**config.mk**
```make
export PLATFORM = sky130hd
export DESIGN_NAME = matmul_tile_sequencer
export DESIGN_NICKNAME = d
export VERILOG_FILES = /design/src/rtl/matmul_tile_sequencer.sv
export SDC_FILE = /design/constraint.sdc
export NUM_CORES = 1
export LEC_CHECK = 0
export BUFFER_PORTS_ARGS = -buffer_cell sky130_fd_sc_hd__buf_4
export CORE_MARGIN = 2
export CORE_UTILIZATION = 45
export DETAILED_ROUTE_END_ITERATION = 16
export HOLD_SLACK_MARGIN = 0.12
export PLACE_DENSITY = 0.77
export SYNTH_ARGS = -nofsm -noshare
export SYNTH_HDL_FRONTEND = slang
export SYNTH_SLANG_ARGS = --single-unit
```
**constraint.sdc**
```tcl
create_clock -name clk -period 3.9 [get_ports clk]
set_input_delay 0.585 -clock clk [delete_from_list [all_inputs] [get_ports clk]]
set_output_delay 0.585 -clock clk [all_outputs]
set_load 0.02 [all_outputs]
```
**src/rtl/matmul_tile_sequencer.sv**
```systemverilog
// K-dimension tile sequencer for matrix_multiplication: drives start/clear_done per tile,
// steps A/B base addresses, chains accumulator flags and masks the ragged last tile.
module matmul_tile_sequencer #(
    parameter int unsigned AWIDTH = 11,
    parameter int unsigned SWIDTH = 8,
    parameter int unsigned TILE   = 8,
    parameter int unsigned NTW    = 4,
    parameter int unsigned TOW    = 16
) (
    input  logic                    clk,
    input  logic                    resetn,
    input  logic                    start,
    input  logic                    abort,
    input  logic [NTW-1:0]          num_k_tiles,
    input  logic [$clog2(TILE):0]   k_last_valid,
    input  logic [AWIDTH-1:0]       base_a,
    input  logic [AWIDTH-1:0]       base_b,
    input  logic [AWIDTH-1:0]       base_c,
    input  logic [AWIDTH-1:0]       step_a,
    input  logic [AWIDTH-1:0]       step_b,
    input  logic [SWIDTH-1:0]       stride_a,
    input  logic [SWIDTH-1:0]       stride_b,
    input  logic [SWIDTH-1:0]       stride_c,
    input  logic [TILE-1:0]         mask_a_rows,
    input  logic [TILE-1:0]         mask_b_cols,
    input  logic [TOW-1:0]          timeout,
    input  logic                    mm_done,
    output logic                    mm_start,
    output logic                    mm_clear_done,
    output logic [AWIDTH-1:0]       mm_addr_a,
    output logic [AWIDTH-1:0]       mm_addr_b,
    output logic [AWIDTH-1:0]       mm_addr_c,
    output logic [SWIDTH-1:0]       mm_stride_a,
    output logic [SWIDTH-1:0]       mm_stride_b,
    output logic [SWIDTH-1:0]       mm_stride_c,
    output logic                    mm_save_accum,
    output logic                    mm_add_accum,
    output logic [TILE-1:0]         mm_mask_a_rows,
    output logic [TILE-1:0]         mm_mask_k,
    output logic [TILE-1:0]         mm_mask_b_cols,
    output logic                    busy,
    output logic                    done,
    output logic                    err,
    output logic [NTW-1:0]          tile_idx
);

    localparam int unsigned KW = $clog2(TILE) + 1;

    typedef enum logic [2:0] {StIdle, StRun, StClear, StFin, StErr} state_e;

    state_e state_q, state_d;

    // Latched configuration
    logic [NTW-1:0]    cfg_num_k_q, cfg_num_k_d;
    logic [KW-1:0]     cfg_klv_q, cfg_klv_d;
    logic [AWIDTH-1:0] cfg_step_a_q, cfg_step_a_d;
    logic [AWIDTH-1:0] cfg_step_b_q, cfg_step_b_d;
    logic [TOW-1:0]    cfg_timeout_q, cfg_timeout_d;
    logic [TOW-1:0]    wd_cnt_q, wd_cnt_d;

    // Output registers
    logic              mm_start_q, mm_start_d;
    logic              mm_clear_done_q, mm_clear_done_d;
    logic [AWIDTH-1:0] addr_a_q, addr_a_d;
    logic [AWIDTH-1:0] addr_b_q, addr_b_d;
    logic [AWIDTH-1:0] addr_c_q, addr_c_d;
    logic [SWIDTH-1:0] stride_a_q, stride_a_d;
    logic [SWIDTH-1:0] stride_b_q, stride_b_d;
    logic [SWIDTH-1:0] stride_c_q, stride_c_d;
    logic              save_q, save_d;
    logic              add_q, add_d;
    logic [TILE-1:0]   mask_a_q, mask_a_d;
    logic [TILE-1:0]   mask_k_q, mask_k_d;
    logic [TILE-1:0]   mask_b_q, mask_b_d;
    logic              busy_q, busy_d;
    logic              done_q, done_d;
    logic              err_q, err_d;
    logic [NTW-1:0]    tile_idx_q, tile_idx_d;

    logic              accept;
    logic              start_run;
    logic              advance;
    logic              last_tile;
    logic              wd_expire;
    logic              last_next;
    logic [NTW-1:0]    n_eff;
    logic [KW-1:0]     klv_eff;

    assign accept    = (state_q == StIdle) && start && !abort;
    assign start_run = accept && (num_k_tiles != '0);
    assign advance   = (state_q == StClear) && (state_d == StRun);
    assign last_tile = (tile_idx_q == cfg_num_k_q - NTW'(1));
    assign wd_expire = (cfg_timeout_q != '0) && (wd_cnt_q == cfg_timeout_q - TOW'(1));

    function automatic logic [TILE-1:0] k_mask(input logic last, input logic [KW-1:0] klv);
        logic [TILE-1:0] m;
        for (int i = 0; i < TILE; i++) begin
            m[i] = !last || (klv == '0) || (KW'(i) < klv);
        end
        return m;
    endfunction

    // State register
    always_ff @(posedge clk) begin
        if (!resetn) begin
            state_q <= StIdle;
        end else begin
            state_q <= state_d;
        end
    end

    // Next-state logic
    always_comb begin
        state_d = state_q;
        case (state_q)
            StIdle: begin
                if (start) begin
                    state_d = (num_k_tiles == '0) ? StFin : StRun;
                end
            end
            StRun: begin
                if (mm_done) begin
                    state_d = StClear;
                end else if (wd_expire) begin
                    state_d = StErr;
                end
            end
            StClear: begin
                if (!mm_done) begin
                    state_d = last_tile ? StFin : StRun;
                end
            end
            StFin: state_d = StIdle;
            StErr: begin
                if (!mm_done) begin
                    state_d = StIdle;
                end
            end
            default: state_d = StIdle;
        endcase
        if (abort) begin
            state_d = StIdle;
        end
    end

    // Output / datapath next-state logic
    always_comb begin
        cfg_num_k_d   = accept ? num_k_tiles : cfg_num_k_q;
        cfg_klv_d     = accept ? k_last_valid : cfg_klv_q;
        cfg_step_a_d  = accept ? step_a : cfg_step_a_q;
        cfg_step_b_d  = accept ? step_b : cfg_step_b_q;
        cfg_timeout_d = accept ? timeout : cfg_timeout_q;

        wd_cnt_d = (state_q == StRun) ? wd_cnt_q + TOW'(1) : '0;

        mm_start_d      = (state_d == StRun);
        mm_clear_done_d = (state_d == StClear) || (state_d == StErr);
        busy_d          = (state_d != StIdle);
        done_d          = (state_d == StFin);
        err_d           = (state_d == StErr) || (err_q && !accept);

        addr_a_d   = addr_a_q;
        addr_b_d   = addr_b_q;
        addr_c_d   = addr_c_q;
        stride_a_d = stride_a_q;
        stride_b_d = stride_b_q;
        stride_c_d = stride_c_q;
        mask_a_d   = mask_a_q;
        mask_b_d   = mask_b_q;
        mask_k_d   = mask_k_q;
        save_d     = save_q;
        add_d      = add_q;
        tile_idx_d = tile_idx_q;
        last_next  = 1'b0;
        n_eff      = start_run ? num_k_tiles : cfg_num_k_q;
        klv_eff    = start_run ? k_last_valid : cfg_klv_q;

        if (accept) begin
            tile_idx_d = '0;
        end
        if (start_run) begin
            addr_a_d   = base_a;
            addr_b_d   = base_b;
            addr_c_d   = base_c;
            stride_a_d = stride_a;
            stride_b_d = stride_b;
            stride_c_d = stride_c;
            mask_a_d   = mask_a_rows;
            mask_b_d   = mask_b_cols;
        end else if (advance) begin
            tile_idx_d = tile_idx_q + NTW'(1);
            addr_a_d   = addr_a_q + cfg_step_a_q;
            addr_b_d   = addr_b_q + cfg_step_b_q;
        end
        // Flags and K mask only move when a tile is launched, so they hold across RUN/CLEAR.
        if (start_run || advance) begin
            last_next = (tile_idx_d == n_eff - NTW'(1));
            save_d    = !last_next;
            add_d     = (tile_idx_d != '0);
            mask_k_d  = k_mask(last_next, klv_eff);
        end
    end

    always_ff @(posedge clk) begin
        if (!resetn) begin
            cfg_num_k_q     <= '0;
            cfg_klv_q       <= '0;
            cfg_step_a_q    <= '0;
            cfg_step_b_q    <= '0;
            cfg_timeout_q   <= '0;
            wd_cnt_q        <= '0;
            mm_start_q      <= 1'b0;
            mm_clear_done_q <= 1'b0;
            addr_a_q        <= '0;
            addr_b_q        <= '0;
            addr_c_q        <= '0;
            stride_a_q      <= '0;
            stride_b_q      <= '0;
            stride_c_q      <= '0;
            save_q          <= 1'b0;
            add_q           <= 1'b0;
            mask_a_q        <= '0;
            mask_k_q        <= '0;
            mask_b_q        <= '0;
            busy_q          <= 1'b0;
            done_q          <= 1'b0;
            err_q           <= 1'b0;
            tile_idx_q      <= '0;
        end else begin
            cfg_num_k_q     <= cfg_num_k_d;
            cfg_klv_q       <= cfg_klv_d;
            cfg_step_a_q    <= cfg_step_a_d;
            cfg_step_b_q    <= cfg_step_b_d;
            cfg_timeout_q   <= cfg_timeout_d;
            wd_cnt_q        <= wd_cnt_d;
            mm_start_q      <= mm_start_d;
            mm_clear_done_q <= mm_clear_done_d;
            addr_a_q        <= addr_a_d;
            addr_b_q        <= addr_b_d;
            addr_c_q        <= addr_c_d;
            stride_a_q      <= stride_a_d;
            stride_b_q      <= stride_b_d;
            stride_c_q      <= stride_c_d;
            save_q          <= save_d;
            add_q           <= add_d;
            mask_a_q        <= mask_a_d;
            mask_k_q        <= mask_k_d;
            mask_b_q        <= mask_b_d;
            busy_q          <= busy_d;
            done_q          <= done_d;
            err_q           <= err_d;
            tile_idx_q      <= tile_idx_d;
        end
    end

    assign mm_start       = mm_start_q;
    assign mm_clear_done  = mm_clear_done_q;
    assign mm_addr_a      = addr_a_q;
    assign mm_addr_b      = addr_b_q;
    assign mm_addr_c      = addr_c_q;
    assign mm_stride_a    = stride_a_q;
    assign mm_stride_b    = stride_b_q;
    assign mm_stride_c    = stride_c_q;
    assign mm_save_accum  = save_q;
    assign mm_add_accum   = add_q;
    assign mm_mask_a_rows = mask_a_q;
    assign mm_mask_k      = mask_k_q;
    assign mm_mask_b_cols = mask_b_q;
    assign busy           = busy_q;
    assign done           = done_q;
    assign err            = err_q;
    assign tile_idx       = tile_idx_q;

endmodule

```
Word-level counts from Yosys, hierarchy flattened. Cells that the tools add are included.

Register bits after elaboration: 157. Bits of input ports: 124. Output and inout port bits: 92. Word-level logic and storage cells: 97.

$add $sub $neg: 7. Order comparisons: 8. Equal/unequal tests: 10. Muxes and demuxes: 18. Reduce and logical (&&, ||, !) cells: 30.

Operators by type and width (number): $mux 11 (4); $add 11x11->11 (2); $mux 4 (5); $mux 3 (6); $add 16x1->16 const B (1); $eq 16x16->1 (1); $lt 3x4->1 const A (4); $reduce_bool 16->1 (1); $sub 16x1->16 const B (1); $logic_or 1x1->1 (12); $pmux 3 s4 (1); $eq 3x2->1 const B (3); $eq 4x4->1 (2); $logic_not 4->1 (2); $lt 1x4->1 const A (2); $lt 2x4->1 const A (2); $reduce_bool 4->1 (2); $sub 4x1->4 const B (2); $eq 3x1->1 const B (2); $eq 3x3->1 const B (2); $logic_and 1x1->1 (6); $add 4x1->4 const B (1); $mux 2 (2); $logic_not 1->1 (3); 4 further kinds (4).

Longest topological paths before layout.
Word-level depth: 15. Mapped depth: 11.

Least setup slack after synthesis. Ideal clock, no wire load.

Kind: input -> register. From: input num_k_tiles[3]. To: register mask_k_q[3] (netlist: mm_mask_k[3]). Setup time: 0.143 ns. Arrival time: 3.090 ns. Path slack: 0.667 ns. Stages: 10. Buffers on the path: 2. Path through: or4_1 > nand3_1 > clkbuf_1 > clkbuf_1 > a22oi_1 > ha_1 > xnor2_1 > xnor2_2 > nor4_4 > a311oi_2.

Longest elaborated chain between the ends: 13. Elaborated cells between the ends (all ways): 21.

Ends and longest elaborated chain: start: declaration (line 14) `input logic [NTW-1:0] num_k_tiles,`; $logic_not 4->1 (line 118) `state_d = (num_k_tiles == '0) ? StFin : StRun;`; $mux 2 (line 118); $mux 3 (line 117) `if (start) begin`; $pmux 3 s4 (line 115) `case (state_q)`; $mux 3 (line 141) `if (abort) begin`; $eq 3x1->1 (line 91) `assign advance = (state_q == StClear) && (state_d == StRun);`; $logic_and 1x1->1 (line 91); $mux 4 (line 190) `end else if (advance) begin`; $mux 4 (line 181) `if (start_run) begin`; $eq 4x4->1 (line 197) `last_next = (tile_idx_d == n_eff - NTW'(1));`; $logic_not 1->1 (line 98) `m[i] = !last || (klv == '0) || (KW'(i) < klv);`; $logic_or 1x1->1 (2 in a row) (line 98); end signal: assignment (line 247) `mask_k_q <= mask_k_d;`; end: declaration (line 73) `logic [TILE-1:0] mask_k_q, mask_k_d;`.

Several ways; a longest one is shown, not always the timed one. A chain may end at the register's enable or synchronous reset.

Worst setup path after layout.
From: register state_q[2]. To: register mask_k_q[3] (netlist: mm_mask_k[3]).

Longest elaborated chain between the ends: 12. Elaborated cells between the ends (all ways): 29.

Ends and longest elaborated chain: start: declaration (line 51) `state_e state_q, state_d;`; start signal: assignment (line 106) `state_q <= StIdle;`; start signal: assignment (line 108) `state_q <= state_d;`; $mux 3 (line 124) `end else if (wd_expire) begin`; $mux 3 (line 122) `if (mm_done) begin`; $pmux 3 s4 (line 115); $mux 3 (line 141); $eq 3x1->1 (line 91); $logic_and 1x1->1 (line 91); $mux 4 (line 190); $mux 4 (line 181); $eq 4x4->1 (line 197); $logic_not 1->1 (line 98); $logic_or 1x1->1 (2 in a row) (line 98).

Several ways; a longest one is shown, not always the timed one.

==> flow_summary.yaml <==
sta:
  slew_violations: 0
  layout_min_cycle_time_ns: 3.06
  setup_violations: 0
  setup_slack_ns: 0.839
  tns_ns: 0
  finalCritPeriodShare_pct: 78.5
  rsz0062_at_grt: "no"
  slew_headroom_pct: 54.4
  fmax_mhz: 327
  hold_violations: 0
  tightestPinTransition_ns: 0.684
  skew_ns: 0.00901
placed_design:
  port_buffers: 215
  post-place-ws_ns: 0.610
  hpwlAfterDp_mm: 15.4
  gp_congestion: 0.840
floorplanning:
  die-height_um: 136
  die_w_um: 136
  die-area_mm2: 0.0184
  start_util_pct: 45.7
  num_io_pins: 216
  rows: 48
  coreArea_mm2: 0.0171
synthesis:
  synth_edf_count: 0
  ys.flop_type: "dfxtp_1"
  yosysMostFrequentCell: "nand2_1"
  async_flop_share_pct: 0
  synth_area_leaders: "dfxtp_1, nand2_1, a21oi_1, ha_1, xor2_1"
  synth_top_area_cell: "dfxtp_1"
  syn-num-nets: 1128
  netlist.area_leader.share_pct: 40.2
  syn_inst: 976
  synth_warnings: 0
  ys_seq_area_share_pct: 40.2
  mappedNetlistArea_mm2: 0.00782
  synth_cell_type_count: 73
  avgSynthCellArea_um2: 8.01
  ys_top_cells_by_count: "nand2_1, dfxtp_1, a21oi_1"
  ys_ff_latch: 157
finish:
  diodes: 0
  final_util_pct: 59.4
  fin_nets: 1314
  drive_above_1_share_pct: 23.9
  area_growth_pct: 30.0
pwr:
  p_seq_share_pct: 42.5
  power_density_mw_per_mm2: 403
  pwr-share-comb_pct: 16.6
  power.total_mw: 4.10
  clockPowerShare_pct: 40.9
  power.internal_mw: 2.94
  ir_worst_vdd_mv: 0.324
  netSwitchingFraction_pct: 28.2
  p_leak_nw: 4.19
  p_sw_mw: 1.15
worst_setup_path:
  worst_ep_required_time_ns: 4.18
  cp-start-kind: "flip-flop"
  crit_fanout: 24
  worst-setup-path-type: "reg -> reg"
  worst_ep_arrival_time_ns: 3.34
  cp-end-kind: "flip-flop"
global_route:
  grt_overflow: 0
  grt_max_degree: 64
  grt_pass1_vias: 7167
  grt_pass1_wl_mm: 34.5
  antenna_found_initial: 0
  grt_usage_pct: 23.5
clock_tree:
  numCtsBuffers: 17
  clkTransAtPathRegs_ns: 0.07
  cts_tree: "done"
  clock_latency_ns: 0.43
  cts_sinks: 157
  cts_setup_buffers: 0
  h-tree-depth: 4
  ctsHoldBuffers: 0
  cts-resized-gates: 0
  cts_buffer_depth: 2
  cts_root_buf: "clkbuf_16"
route:
  dr.pass1.iters: 5
  wl_per_cell_um: 15.3
  drc: 0
  drt-initial-drc-count: 356
  dr_total_vias: 7412
  via_per_inst: 5.29
  wirelength_mm: 21.4
  drtAntennaViolNets: 0
min_path:
  holdCritPathClass: "in -> reg"
flow_run:
  maxCapViolCount: 0
status:
  status: "finished clean"
==> worst max-delay path, cell delays in order, from the launching register on <==
cell	delay, ns
dfxtp_1	0.44
nor2_1	0.42
and2_2	0.54
a22oi_1	0.23
ha_1	0.26
xnor2_1	0.28
xnor2_2	0.14
nor4_4	0.45
a311oi_2	0.15
==> layout make-up <==
type	count	area (um^2)
inverters	26	100
clock inverters	14	159
multi-input cells	734	4360
well taps	225	282
repair buffers	226	1700
flip-flops and latches	157	3140
clock buffers	18	429
fillers	1556	6950
==> routing by layer <==
layer	global-route usage (%)	vias up	wire length [um]
met2	39.1	227	10200
met1	28.9	3427	9160
met3	7.90	27	1670
met4	6.89	0	295
li1	-	3731	-
met5	0	-	0
==> power groups by stage <==
stage | sequential [mW] | clock (mW) | combinational [mW]
6_report | 1.74 | 1.68 | 0.680
4_1_cts | 1.74 | 1.70 | 0.683
3_3_place_gp | 1.77 | 0 | 0.664
3_5_place_dp | 1.77 | 0 | 0.679
2_1_floorplan | 1.82 | 0 | 0.352
5_1_grt | 1.75 | 1.77 | 0.747
==> cell usage in the layout (no fill, tap or decap), types with 5 or more instances in the layout <==
| cell | instances |
|---|---|
| o21ai_0 | 23 |
| a21oi_1 | 122 |
| inv_1 | 25 |
| nand2_1 | 221 |
| ha_1 | 26 |
| nor3_1 | 26 |
| or3_1 | 5 |
| and3_1 | 6 |
| buf_4 | 226 |
| clkinvlp_4 | 5 |
| dfxtp_1 | 157 |
| xor2_1 | 29 |
| o211ai_1 | 6 |
| a31oi_1 | 14 |
| and4_1 | 5 |
| o21a_1 | 5 |
| a211oi_1 | 18 |
| mux2i_1 | 25 |
| xnor2_1 | 26 |
| clkbuf_16 | 17 |
| inv_6 | 5 |
| nand3_1 | 16 |
| nor2_1 | 63 |
| nand2b_1 | 8 |
==> logic make-up (layout without fill, tap and decap cells) <==
kind of cell / count (synthesis) / count (layout) / share of synthesized area [%]
simple gates: 393 / 393 / 22.9
buf+inv: 85 / 284 / 4.29
mux: 25 / 25 / 3.20
xor+xnor: 58 / 58 / 6.94
compound gates: 230 / 230 / 17.8
fa+ha+maj: 28 / 28 / 4.67
flops: 157 / 157 / 40.2
==> flip-flops by register name, summed over array words and instances (netlist names), 11 cells and up <==
register,count
mm_addr_b,11
mm_addr_a,11
cfg_step_a_q,11
cfg_step_b_q,11
mm_addr_c,11
cfg_timeout_q,16
wd_cnt_q,16
==> stage by stage <==
step | hold slack, ns | instances | instance area (um^2)
after floorplan | 0.437 | 976 | 7820
after global placement | 0.441 | 1368 | 9580
after detailed placement | 0.447 | 1368 | 9580
after CTS | 0.382 | 1400 | 10200
after global routing | 0.383 | 1400 | 10200
final | 0.398 | 1400 | 10200
==> worst paths after layout <==
kind                            cells past startpoint                       from                         to  slack (ns)
worst max register to register                      8      state_q[2]$_SDFF_PN0_  mm_mask_k[3]$_SDFFE_PN0P_        0.84
worst min register to register                      2  mm_addr_c[7]$_SDFFE_PN0P_  mm_addr_c[7]$_SDFFE_PN0P_        0.45
worst min-delay path                                3                  base_c[8]  mm_addr_c[8]$_SDFFE_PN0P_        0.40
worst max-delay path                                8      state_q[2]$_SDFF_PN0_  mm_mask_k[3]$_SDFFE_PN0P_        0.84
No activity file was read; power rests on OpenSTA's default activity.
